===== src/rtl/hiscore_upload_if.sv =====
`default_nettype none
// ============================================================================
//  Module      : hiscore_upload_if
//  Description : HPS ioctl upload channel plus core RAM access port seen by
//                the hiscore upload responder.
//  Revision    : 1.0 - initial release
// ============================================================================
interface hiscore_upload_if;
    // HPS ioctl side
    logic        ioctl_upload;
    logic [7:0]  ioctl_index;
    logic [24:0] ioctl_addr;
    logic        ioctl_rd;
    logic [7:0]  ioctl_din;
    logic        ioctl_wait;
    // core RAM side
    logic        ram_access;
    logic        ram_grant;
    logic [15:0] ram_address;
    logic        ram_rd;
    logic [7:0]  ram_data;
    // status
    logic        active;

    // The responder block itself
    modport slave (
        input  ioctl_upload, ioctl_index, ioctl_addr, ioctl_rd, ram_grant, ram_data,
        output ioctl_din, ioctl_wait, ram_access, ram_address, ram_rd, active
    );

    // The HPS / core environment driving the responder
    modport master (
        output ioctl_upload, ioctl_index, ioctl_addr, ioctl_rd, ram_grant, ram_data,
        input  ioctl_din, ioctl_wait, ram_access, ram_address, ram_rd, active
    );
endinterface
`default_nettype wire


===== src/rtl/hiscore_upload.sv =====
`default_nettype none
// ============================================================================
//  Module      : hiscore_upload
//  Description : Upload-side responder for the HPS ioctl channel. Pauses the
//                core through a request/grant handshake and serves bytes of a
//                work-RAM window onto ioctl_din, one per HPS read strobe.
//  Revision    : 1.0 - initial release
// ============================================================================
module hiscore_upload #(
    parameter logic [7:0]  UPLOAD_INDEX  = 8'd4,
    parameter logic [15:0] BASE_ADDR     = 16'h6000,
    parameter logic [15:0] LENGTH        = 16'h0400,
    parameter int unsigned RD_LATENCY    = 2,
    parameter logic [15:0] GRANT_TIMEOUT = 16'd4800
) (
    input  logic            clk_sys,
    input  logic            reset,
    hiscore_upload_if.slave bus
);

    typedef enum logic [2:0] {
        S_IDLE    = 3'd0,
        S_REQ     = 3'd1,
        S_READY   = 3'd2,
        S_FETCH   = 3'd3,
        S_HOLD    = 3'd4,
        S_RELEASE = 3'd5
    } state_t;

    localparam logic [2:0]  c_LAT_LAST   = 3'(RD_LATENCY);
    localparam logic [15:0] c_TIMER_LAST = GRANT_TIMEOUT - 16'd1;
    localparam logic [24:0] c_LENGTH_EXT = {9'd0, LENGTH};

    state_t      r_state;
    state_t      w_next;

    logic        r_sel_q;       // previous sel, for rising-edge detection
    logic        r_pend;        // a read strobe arrived while not able to serve it
    logic        r_wait_hold;   // keeps wait high the cycle after a read is taken
    logic        r_degraded;    // grant never came: answer 8'hFF without touching RAM
    logic [2:0]  r_lat;         // cycles spent in FETCH
    logic [15:0] r_timer;       // cycles spent waiting for grant
    logic [15:0] r_ram_addr;
    logic [7:0]  r_din;

    logic        w_sel;
    logic        w_out_of_window;
    logic        w_in_session;
    logic        w_rd_window;
    logic        w_start;
    logic        w_enter_req;
    logic        w_pend_set;
    logic        w_serve;
    logic        w_timeout;
    logic        w_capture;

    assign w_sel           = bus.ioctl_upload && (bus.ioctl_index == UPLOAD_INDEX);
    assign w_out_of_window = (bus.ioctl_addr >= c_LENGTH_EXT);
    assign w_in_session    = (r_state == S_REQ) || (r_state == S_READY) ||
                             (r_state == S_FETCH) || (r_state == S_HOLD);
    assign w_rd_window     = (r_state == S_REQ) || (r_state == S_READY);

    // State register
    always_ff @(posedge clk_sys or posedge reset) begin
        if (reset) begin
            r_state <= S_IDLE;
        end else begin
            r_state <= w_next;
        end
    end

    // Next-state and per-cycle event decode
    always_comb begin
        w_next      = r_state;
        w_start     = 1'b0;
        w_enter_req = 1'b0;
        w_pend_set  = 1'b0;
        w_serve     = 1'b0;
        w_timeout   = 1'b0;
        w_capture   = 1'b0;
        case (r_state)
            S_IDLE: begin
                if (w_sel && !r_sel_q) begin
                    w_next  = S_REQ;
                    w_start = 1'b1;
                end
            end
            S_REQ: begin
                if (!w_sel) begin
                    w_next = S_RELEASE;
                end else begin
                    w_pend_set = bus.ioctl_rd;
                    if (bus.ram_grant) begin
                        w_next = S_READY;
                    end else if (r_timer == c_TIMER_LAST) begin
                        w_next    = S_READY;
                        w_timeout = 1'b1;
                    end
                end
            end
            S_READY: begin
                if (!w_sel) begin
                    w_next = S_RELEASE;
                end else if (!bus.ram_grant && !r_degraded) begin
                    // Lost the RAM port: re-request before serving anything
                    w_next      = S_REQ;
                    w_enter_req = 1'b1;
                    w_pend_set  = bus.ioctl_rd;
                end else if (bus.ioctl_rd || r_pend) begin
                    w_serve = 1'b1;
                    w_next  = (w_out_of_window || r_degraded) ? S_HOLD : S_FETCH;
                end
            end
            S_FETCH: begin
                if (!w_sel) begin
                    w_next = S_RELEASE;
                end else if (r_lat == c_LAT_LAST) begin
                    w_capture = 1'b1;
                    w_next    = S_HOLD;
                end
            end
            S_HOLD: begin
                if (!w_sel) begin
                    w_next = S_RELEASE;
                end else if (!bus.ram_grant && !r_degraded) begin
                    w_next      = S_REQ;
                    w_enter_req = 1'b1;
                end else begin
                    w_next = S_READY;
                end
            end
            S_RELEASE: begin
                w_next = S_IDLE;
            end
            default: begin
                w_next = S_IDLE;
            end
        endcase
    end

    // Datapath: timer, pending read, latency counter, address and data capture
    always_ff @(posedge clk_sys or posedge reset) begin
        if (reset) begin
            r_sel_q     <= 1'b1;    // a session already open at reset must re-rise
            r_pend      <= 1'b0;
            r_wait_hold <= 1'b0;
            r_degraded  <= 1'b0;
            r_lat       <= 3'd0;
            r_timer     <= 16'd0;
            r_ram_addr  <= 16'd0;
            r_din       <= 8'hFF;
        end else begin
            r_sel_q     <= w_sel;
            r_wait_hold <= w_serve;

            if (w_start || w_enter_req) begin
                r_timer <= 16'd0;
            end else if (r_state == S_REQ) begin
                r_timer <= r_timer + 16'd1;
            end

            if (w_start) begin
                r_degraded <= 1'b0;
            end else if (w_timeout) begin
                r_degraded <= 1'b1;
            end

            if ((w_next == S_RELEASE) || w_serve) begin
                r_pend <= 1'b0;
            end else if (w_pend_set) begin
                r_pend <= 1'b1;
            end

            if ((r_state == S_FETCH) && (w_next == S_FETCH)) begin
                r_lat <= r_lat + 3'd1;
            end else begin
                r_lat <= 3'd0;
            end

            if (w_serve) begin
                if (w_out_of_window || r_degraded) begin
                    r_din <= 8'hFF;
                end else begin
                    r_ram_addr <= BASE_ADDR + bus.ioctl_addr[15:0];
                end
            end else if (w_capture) begin
                r_din <= bus.ram_data;
            end
        end
    end

    assign bus.ram_access  = w_in_session;
    assign bus.ram_rd      = (r_state == S_FETCH) && (r_lat == 3'd0);
    assign bus.ram_address = r_ram_addr;
    assign bus.ioctl_din   = r_din;
    assign bus.active      = (r_state != S_IDLE);
    // Wait rises with the strobe itself, then is held by state until the byte is ready
    assign bus.ioctl_wait  = w_in_session &&
                             (r_pend || r_wait_hold || (r_state == S_FETCH) ||
                              (bus.ioctl_rd && w_rd_window));

endmodule
`default_nettype wire


===== src/flat_wrapper.sv =====
// flat-port wrapper written by rule: the top's interface ports become plain ports
module hiscore_upload_flat 
#(
    parameter logic [7:0]  UPLOAD_INDEX  = 8'd4,
    parameter logic [15:0] BASE_ADDR     = 16'h6000,
    parameter logic [15:0] LENGTH        = 16'h0400,
    parameter int unsigned RD_LATENCY    = 2,
    parameter logic [15:0] GRANT_TIMEOUT = 16'd4800
)
  (clk_sys, reset, bus_ioctl_upload, bus_ioctl_index, bus_ioctl_addr, bus_ioctl_rd, bus_ram_grant, bus_ram_data, bus_ioctl_din, bus_ioctl_wait, bus_ram_access, bus_ram_address, bus_ram_rd, bus_active);
  hiscore_upload_if bus_i ();
  input  logic clk_sys;
  input  logic reset;
  input wire logic [$bits(bus_i.ioctl_upload)-1:0] bus_ioctl_upload;
  input wire logic [$bits(bus_i.ioctl_index)-1:0] bus_ioctl_index;
  input wire logic [$bits(bus_i.ioctl_addr)-1:0] bus_ioctl_addr;
  input wire logic [$bits(bus_i.ioctl_rd)-1:0] bus_ioctl_rd;
  input wire logic [$bits(bus_i.ram_grant)-1:0] bus_ram_grant;
  input wire logic [$bits(bus_i.ram_data)-1:0] bus_ram_data;
  output wire logic [$bits(bus_i.ioctl_din)-1:0] bus_ioctl_din;
  output wire logic [$bits(bus_i.ioctl_wait)-1:0] bus_ioctl_wait;
  output wire logic [$bits(bus_i.ram_access)-1:0] bus_ram_access;
  output wire logic [$bits(bus_i.ram_address)-1:0] bus_ram_address;
  output wire logic [$bits(bus_i.ram_rd)-1:0] bus_ram_rd;
  output wire logic [$bits(bus_i.active)-1:0] bus_active;
  assign bus_i.ioctl_upload = bus_ioctl_upload;
  assign bus_i.ioctl_index = bus_ioctl_index;
  assign bus_i.ioctl_addr = bus_ioctl_addr;
  assign bus_i.ioctl_rd = bus_ioctl_rd;
  assign bus_i.ram_grant = bus_ram_grant;
  assign bus_i.ram_data = bus_ram_data;
  assign bus_ioctl_din = bus_i.ioctl_din;
  assign bus_ioctl_wait = bus_i.ioctl_wait;
  assign bus_ram_access = bus_i.ram_access;
  assign bus_ram_address = bus_i.ram_address;
  assign bus_ram_rd = bus_i.ram_rd;
  assign bus_active = bus_i.active;
  hiscore_upload #(.UPLOAD_INDEX(UPLOAD_INDEX), .BASE_ADDR(BASE_ADDR), .LENGTH(LENGTH), .RD_LATENCY(RD_LATENCY), .GRANT_TIMEOUT(GRANT_TIMEOUT)) u_core (.clk_sys(clk_sys), .reset(reset), .bus(bus_i));
endmodule

===== config.mk =====
export PLATFORM = sky130hd
export DESIGN_NAME = hiscore_upload_flat
export DESIGN_NICKNAME = d
export VERILOG_FILES = /design/src/rtl/hiscore_upload_if.sv /design/src/rtl/hiscore_upload.sv /design/src/flat_wrapper.sv
export SDC_FILE = /design/constraint.sdc
export NUM_CORES = 1
export LEC_CHECK = 0
export ABC_CLOCK_PERIOD_IN_PS = 3800
export CAP_MARGIN = 20
export CORE_UTILIZATION = 45
export DETAILED_ROUTE_END_ITERATION = 10
export PLACE_DENSITY = 0.73
export RECOVER_POWER = 100
export SLEW_MARGIN = 20
export SYNTH_ARGS = -nofsm -noshare
export SYNTH_HDL_FRONTEND = slang
export SYNTH_SLANG_ARGS = --single-unit
export TNS_END_PERCENT = 20

===== constraint.sdc =====
create_clock -name clk_sys -period 3.8 [get_ports clk_sys]
set_input_delay 0.76 -clock clk_sys [delete_from_list [all_inputs] [get_ports clk_sys]]
set_output_delay 0.76 -clock clk_sys [all_outputs]
set_load 0.005 [all_outputs]

Word level (Yosys, flattened, before mapping)
Cells that the tools add are included.
{"block": "totals", "ff_bits": 50, "latch_bits": 0, "ram_bits": 0, "mem_bits_ro": 0, "input_bits": 46, "output_inout_bits": 28, "wordCells": 97, "n_memories": 0}
{"block": "op_classes", "add_sub_neg": 3, "n_mul": 0, "div_mod_pow": 0, "magnitude_cmp": 1, "eq_ne": 10, "n_shift": 0, "mux": 43, "bitwise_logic": 1, "n_reduce_logical": 30}
{"operator": "two-way mux 3 bit", "n": 12}
{"operator": "two-way mux 16 bit", "n": 2}
{"operator": "greater-or-equal comparator 25 x 11 -> 1 bit, second input constant", "n": 1}
{"operator": "two-way mux 8 bit", "n": 3}
{"operator": "two-way mux 1 bit", "n": 23}
{"operator": "adder 15 x 16 -> 16 bit, first input constant", "n": 1}
{"operator": "adder 16 x 1 -> 16 bit, second input constant", "n": 1}
{"operator": "== test 16 x 13 -> 1 bit, second input constant", "n": 1}
{"operator": "case mux 3 bit (5 select lines)", "n": 1}
{"operator": "== test 3 x 2 -> 1 bit, second input constant", "n": 4}
{"operator": "logical OR 1 bit", "n": 10}
{"operator": "== test 8 x 3 -> 1 bit, second input constant", "n": 1}
{"operator": "nonzero test 2 bit", "n": 4}
{"operator": "logical AND 1 bit", "n": 7}
{"operator": "== test 3 bit, second input constant", "n": 2}
{"operator": "zero test 3 bit", "n": 2}
{"operator": "AND reduction 2 bit", "n": 2}
{"operator": "adder 3 x 1 -> 3 bit, second input constant", "n": 1}
{"operator": "== test 3 x 1 -> 1 bit, second input constant", "n": 1}
{"operator": "zero test 1 bit", "n": 3}
{"operator": "nonzero test 3 bit", "n": 1}
{"operator": "two-way mux 2 bit", "n": 1}
{"operator": "!= test 2 bit, second input constant", "n": 1}
{"operator": "case mux 1 bit (2 select lines)", "n": 1}
{"operator": "other kinds (2)", "n": 2}

Depth between registers and ports, before layout
{"block": "logic_depth", "ltp_word": 10, "mapped_depth": 8, "depth_no_buf": 6}

Least setup slack after synthesis
OpenSTA, ideal clock, no wires.
{"block": "synth_timing", "path_type": "input -> register", "start": "in bus_ioctl_addr[13]", "end": "reg u_core.r_ram_addr[0], in the netlist u_core.bus.ram_address[0]", "setup_time_ns": 0.125, "arrival_ns": 2.419, "slack_ns": 1.256, "cell_stages": 8, "n_path_buf": 2, "path_cell_list": "inv_1 ha_1 nor4b_1 nand4_1 or4b_1 buf_6 buf_8 mux2_4"}
{"block": "synth_between", "elab_chain_len": 4}
{"element": "from (decl)", "line": "flat_wrapper.sv:16", "text": "input wire logic [$bits(bus_i.ioctl_addr)-1:0] bus_ioctl_addr;"}
{"element": "greater-or-equal comparator 25 x 11 -> 1 bit", "line": "hiscore_upload.sv:58", "text": "assign w_out_of_window = (bus.ioctl_addr >= c_LENGTH_EXT);"}
{"element": "logical OR 1 bit", "line": "hiscore_upload.sv:181", "text": "if (w_out_of_window || r_degraded) begin"}
{"element": "NOT 1 bit (no line)"}
{"element": "AND reduction 2 bit (no line)"}
{"element": "to (signal assigned)", "line": "hiscore_upload.sv:184", "text": "r_ram_addr <= BASE_ADDR + bus.ioctl_addr[15:0];"}
{"element": "to (decl)", "line": "hiscore_upload.sv:43", "text": "logic [15:0] r_ram_addr;"}
No other way between the ends.
A chain may end at the register's enable or synchronous reset.

Worst setup path in the final report
{"block": "layout_timing", "start": "in bus_ioctl_addr[13]", "end": "reg u_core.r_ram_addr[2], in the netlist u_core.bus.ram_address[2]"}
The elaborated chain is that of the path after synthesis.

==> metrics <==
Reg2Reg Setup Slack 1.18 ns; final instance area 3460 um2; r2r endpoint u_core.bus.ram_address[2]; maximum VDD drop 0.000255 V; Placer Congestion 0.809; WP data arrival 3.40 ns; FP Rows 27; total negative setup slack 0 ns; Die Wd 78.2 um; Mapped Area 2620 um2; Syn Nets 304; final period utilization 84.7%; H-tree depth 2; R2R Path Start u_core.r_state[0]; Post-synth EDFFs 0; Worst EP required 3.98 ns; post-synthesis sequential area ratio 48.3%; commonest cells in the netlist dfrtp_1 (41), nor2_1 (26), nor3_1 (16); maxcap violations 1; Pleak 1.47 nW; synthesized area per cell 10.4 um2; CTS Sinks 50; hold_ws 0.467 ns; Warnings, synthesis 0; post-CTS setup buffers 0; top cell type by total area after synthesis dfrtp_1; CTS clk-pin slew, worst paths 0.09 ns; Yosys top cell area share 39.2%; crit path max fanout 16; worst setup path startpoint bus_ioctl_addr[13]; first-pass iteration count of the detailed router 4; violated checks capacitance limit, slew limit; final hold viol count 0; endpoints failing setup 0; WL per Instance 14.9 um; layout cells sized above 1 8.28%; WL final 5920 um; reg2reg path depth 4; clock buffer count from CTS 5; most common cell in the netlist dfrtp_1; clk buf depth 2; post-layout min period 3.22 ns; RSZ-0062 raised after global routing false; CP endpoint kind flip-flop; die height 78.2 um; All-Layer GR Usage 21.0%; clock latency at the later pin of the worst-skew pair 0.29 ns; Setup crit start kind input pin; Core Region 5540 um2; Area contributors post-synth dfrtp_1 (39%), dfstp_2 (9.0%), mux2_4 (4.6%); post-layout net count 377; crit path cell chain dlygate4sd3_1 -> inv_1 -> ha_1 -> nor4b_1 -> nand4_1 -> or4b_1 -> mux2_1; critical path endpoint u_core.bus.ram_address[2]; crit path kind input pin to flip-flop; Max-slew headroom -41.7%; Die Footprint 6120 um2; power per cell area 437 nW/um2; min-delay worst type flip-flop to flip-flop; Top FF cell, synth dfrtp_1; vias 2232; Yosys cell types 46; I/O pin cnt 74; post_cts resized 0; vias in the first global route 2203; first-pass GRT wire length 10100 um; synthesized flop and latch total 50; post-layout util 62.4%; Root Driver clkbuf_8; Area growth syn-to-layout 32.2%; Detail Placement HPWL 4310 um; port bufs 73; grt total ovfl 0; antenna cells 0; final clock skew 0.00444 ns; Residual DRC 0; Worst path max stage delay 0.84 ns; initial antenna violation count 0; Vias per Instance 5.61; status complete, but fails checks; Starting DRT DRC Count 198; FFs w/ async S/R, synth 100%; CTS tree built; fin. max-slew vios 51; worst-margin pin slew 2.11 ns; cts hold-fix bufs 0; Placement Cell Area 3400 um2; Routed Antenna Nets 0; synthesized instance count 252; fmax 0.311 GHz; slowest CP cell or4b_1; Initial Utilization 47.2%; largest net degree at the start of global routing 51
[logic make-up after synthesis]
family          share of synthesized area, %
compound gates                          8.76
xor+xnor                                5.02
fa+ha+maj                               2.87
buf+inv                                 3.30
flops                                   48.3
mux                                     7.94
simple gates                            23.8
[stage by stage]
step	power [mW]	setup WS, ns	instances
2_1_floorplan	1.04	1.26	252
3_3_place_gp	1.19	0.464	390
3_5_place_dp	1.21	0.345	390
4_1_cts	1.52	0.681	398
5_1_grt	1.62	0.435	398
6_report	1.51	0.582	398
[final cells by class]
type | count | area, um2
tap | 72 | 90.1
clock inverter | 1 | 5.00
inverter | 9 | 35.0
timing repair buffer | 75 | 738
sequential | 50 | 1260
multi-input combinational | 184 | 1240
fill | 476 | 2080
clock buffer | 7 | 86.3
[layout by cell type, fill, tap and decap left out, types with 3 or more instances in the layout]
cell type / count
clkbuf_8: 6
nor4_1: 9
dlygate4sd3_1: 31
inv_1: 8
dfstp_2: 9
and3_1: 4
nand4_1: 13
dfrtp_1: 41
clkbuf_1: 3
and2_1: 3
nor3b_1: 3
nor2b_1: 3
o31ai_1: 4
mux2_2: 6
xnor2_1: 8
nand3_1: 5
ha_1: 6
nor3_1: 16
nor2_1: 26
clkdlybuf4s50_1: 42
o21ai_0: 13
nand2_1: 7
a21oi_1: 14
mux2_1: 8
xor2_1: 7
[per-layer routing]
metal	global-route usage, %	vias up	wire (um)
met5	0	-	0
met4	6.85	0	82
met3	3.37	9	304
met2	34.6	71	2810
met1	28.4	1087	2720
li1	-	1065	-
[power by group]
part | total [mW] | leakage, nW | internal, mW | switching (mW)
clock | 0.316 | 0.0482 | 0.147 | 0.169
combinational | 0.438 | 0.819 | 0.224 | 0.213
sequential | 0.758 | 0.604 | 0.625 | 0.133
total | 1.51 | 1.47 | 0.996 | 0.515
[critical path: cells and delay by family]
kind                     cells  cell delay, ns
multiplexers                 1            0.44
adder cells (fa/ha/maj)      1            0.14
buffers and inverters        2            0.65
AND/OR/NAND/NOR              3            1.41
[flip-flops by register name (all words and copies together), names as in the netlist]
| register | cells |
|---|---|
| u_core.bus.ram_address | 16 |
| u_core.r_timer | 16 |
| u_core.bus.ioctl_din | 8 |
| u_core.r_lat | 3 |
| u_core.r_state | 3 |
| u_core.r_degraded | 1 |
| u_core.r_pend | 1 |
| u_core.r_sel_q | 1 |
| u_core.r_wait_hold | 1 |
[worst min-delay path by stage]
stage / cells after the start / slack (ns) / end / from
2_1_floorplan: 1 / 0.43 / u_core.r_lat[0] / u_core.r_lat[0]
3_3_place_gp: 1 / 0.45 / u_core.r_lat[0] / u_core.r_lat[0]
3_5_place_dp: 1 / 0.46 / u_core.r_lat[0] / u_core.r_lat[0]
4_1_cts: 1 / 0.47 / u_core.r_lat[0] / u_core.r_lat[0]
5_1_grt: 1 / 0.50 / u_core.r_lat[0] / u_core.r_lat[0]
6_report: 1 / 0.47 / u_core.r_lat[0] / u_core.r_lat[0]
(Power assumes the default switching activity.)
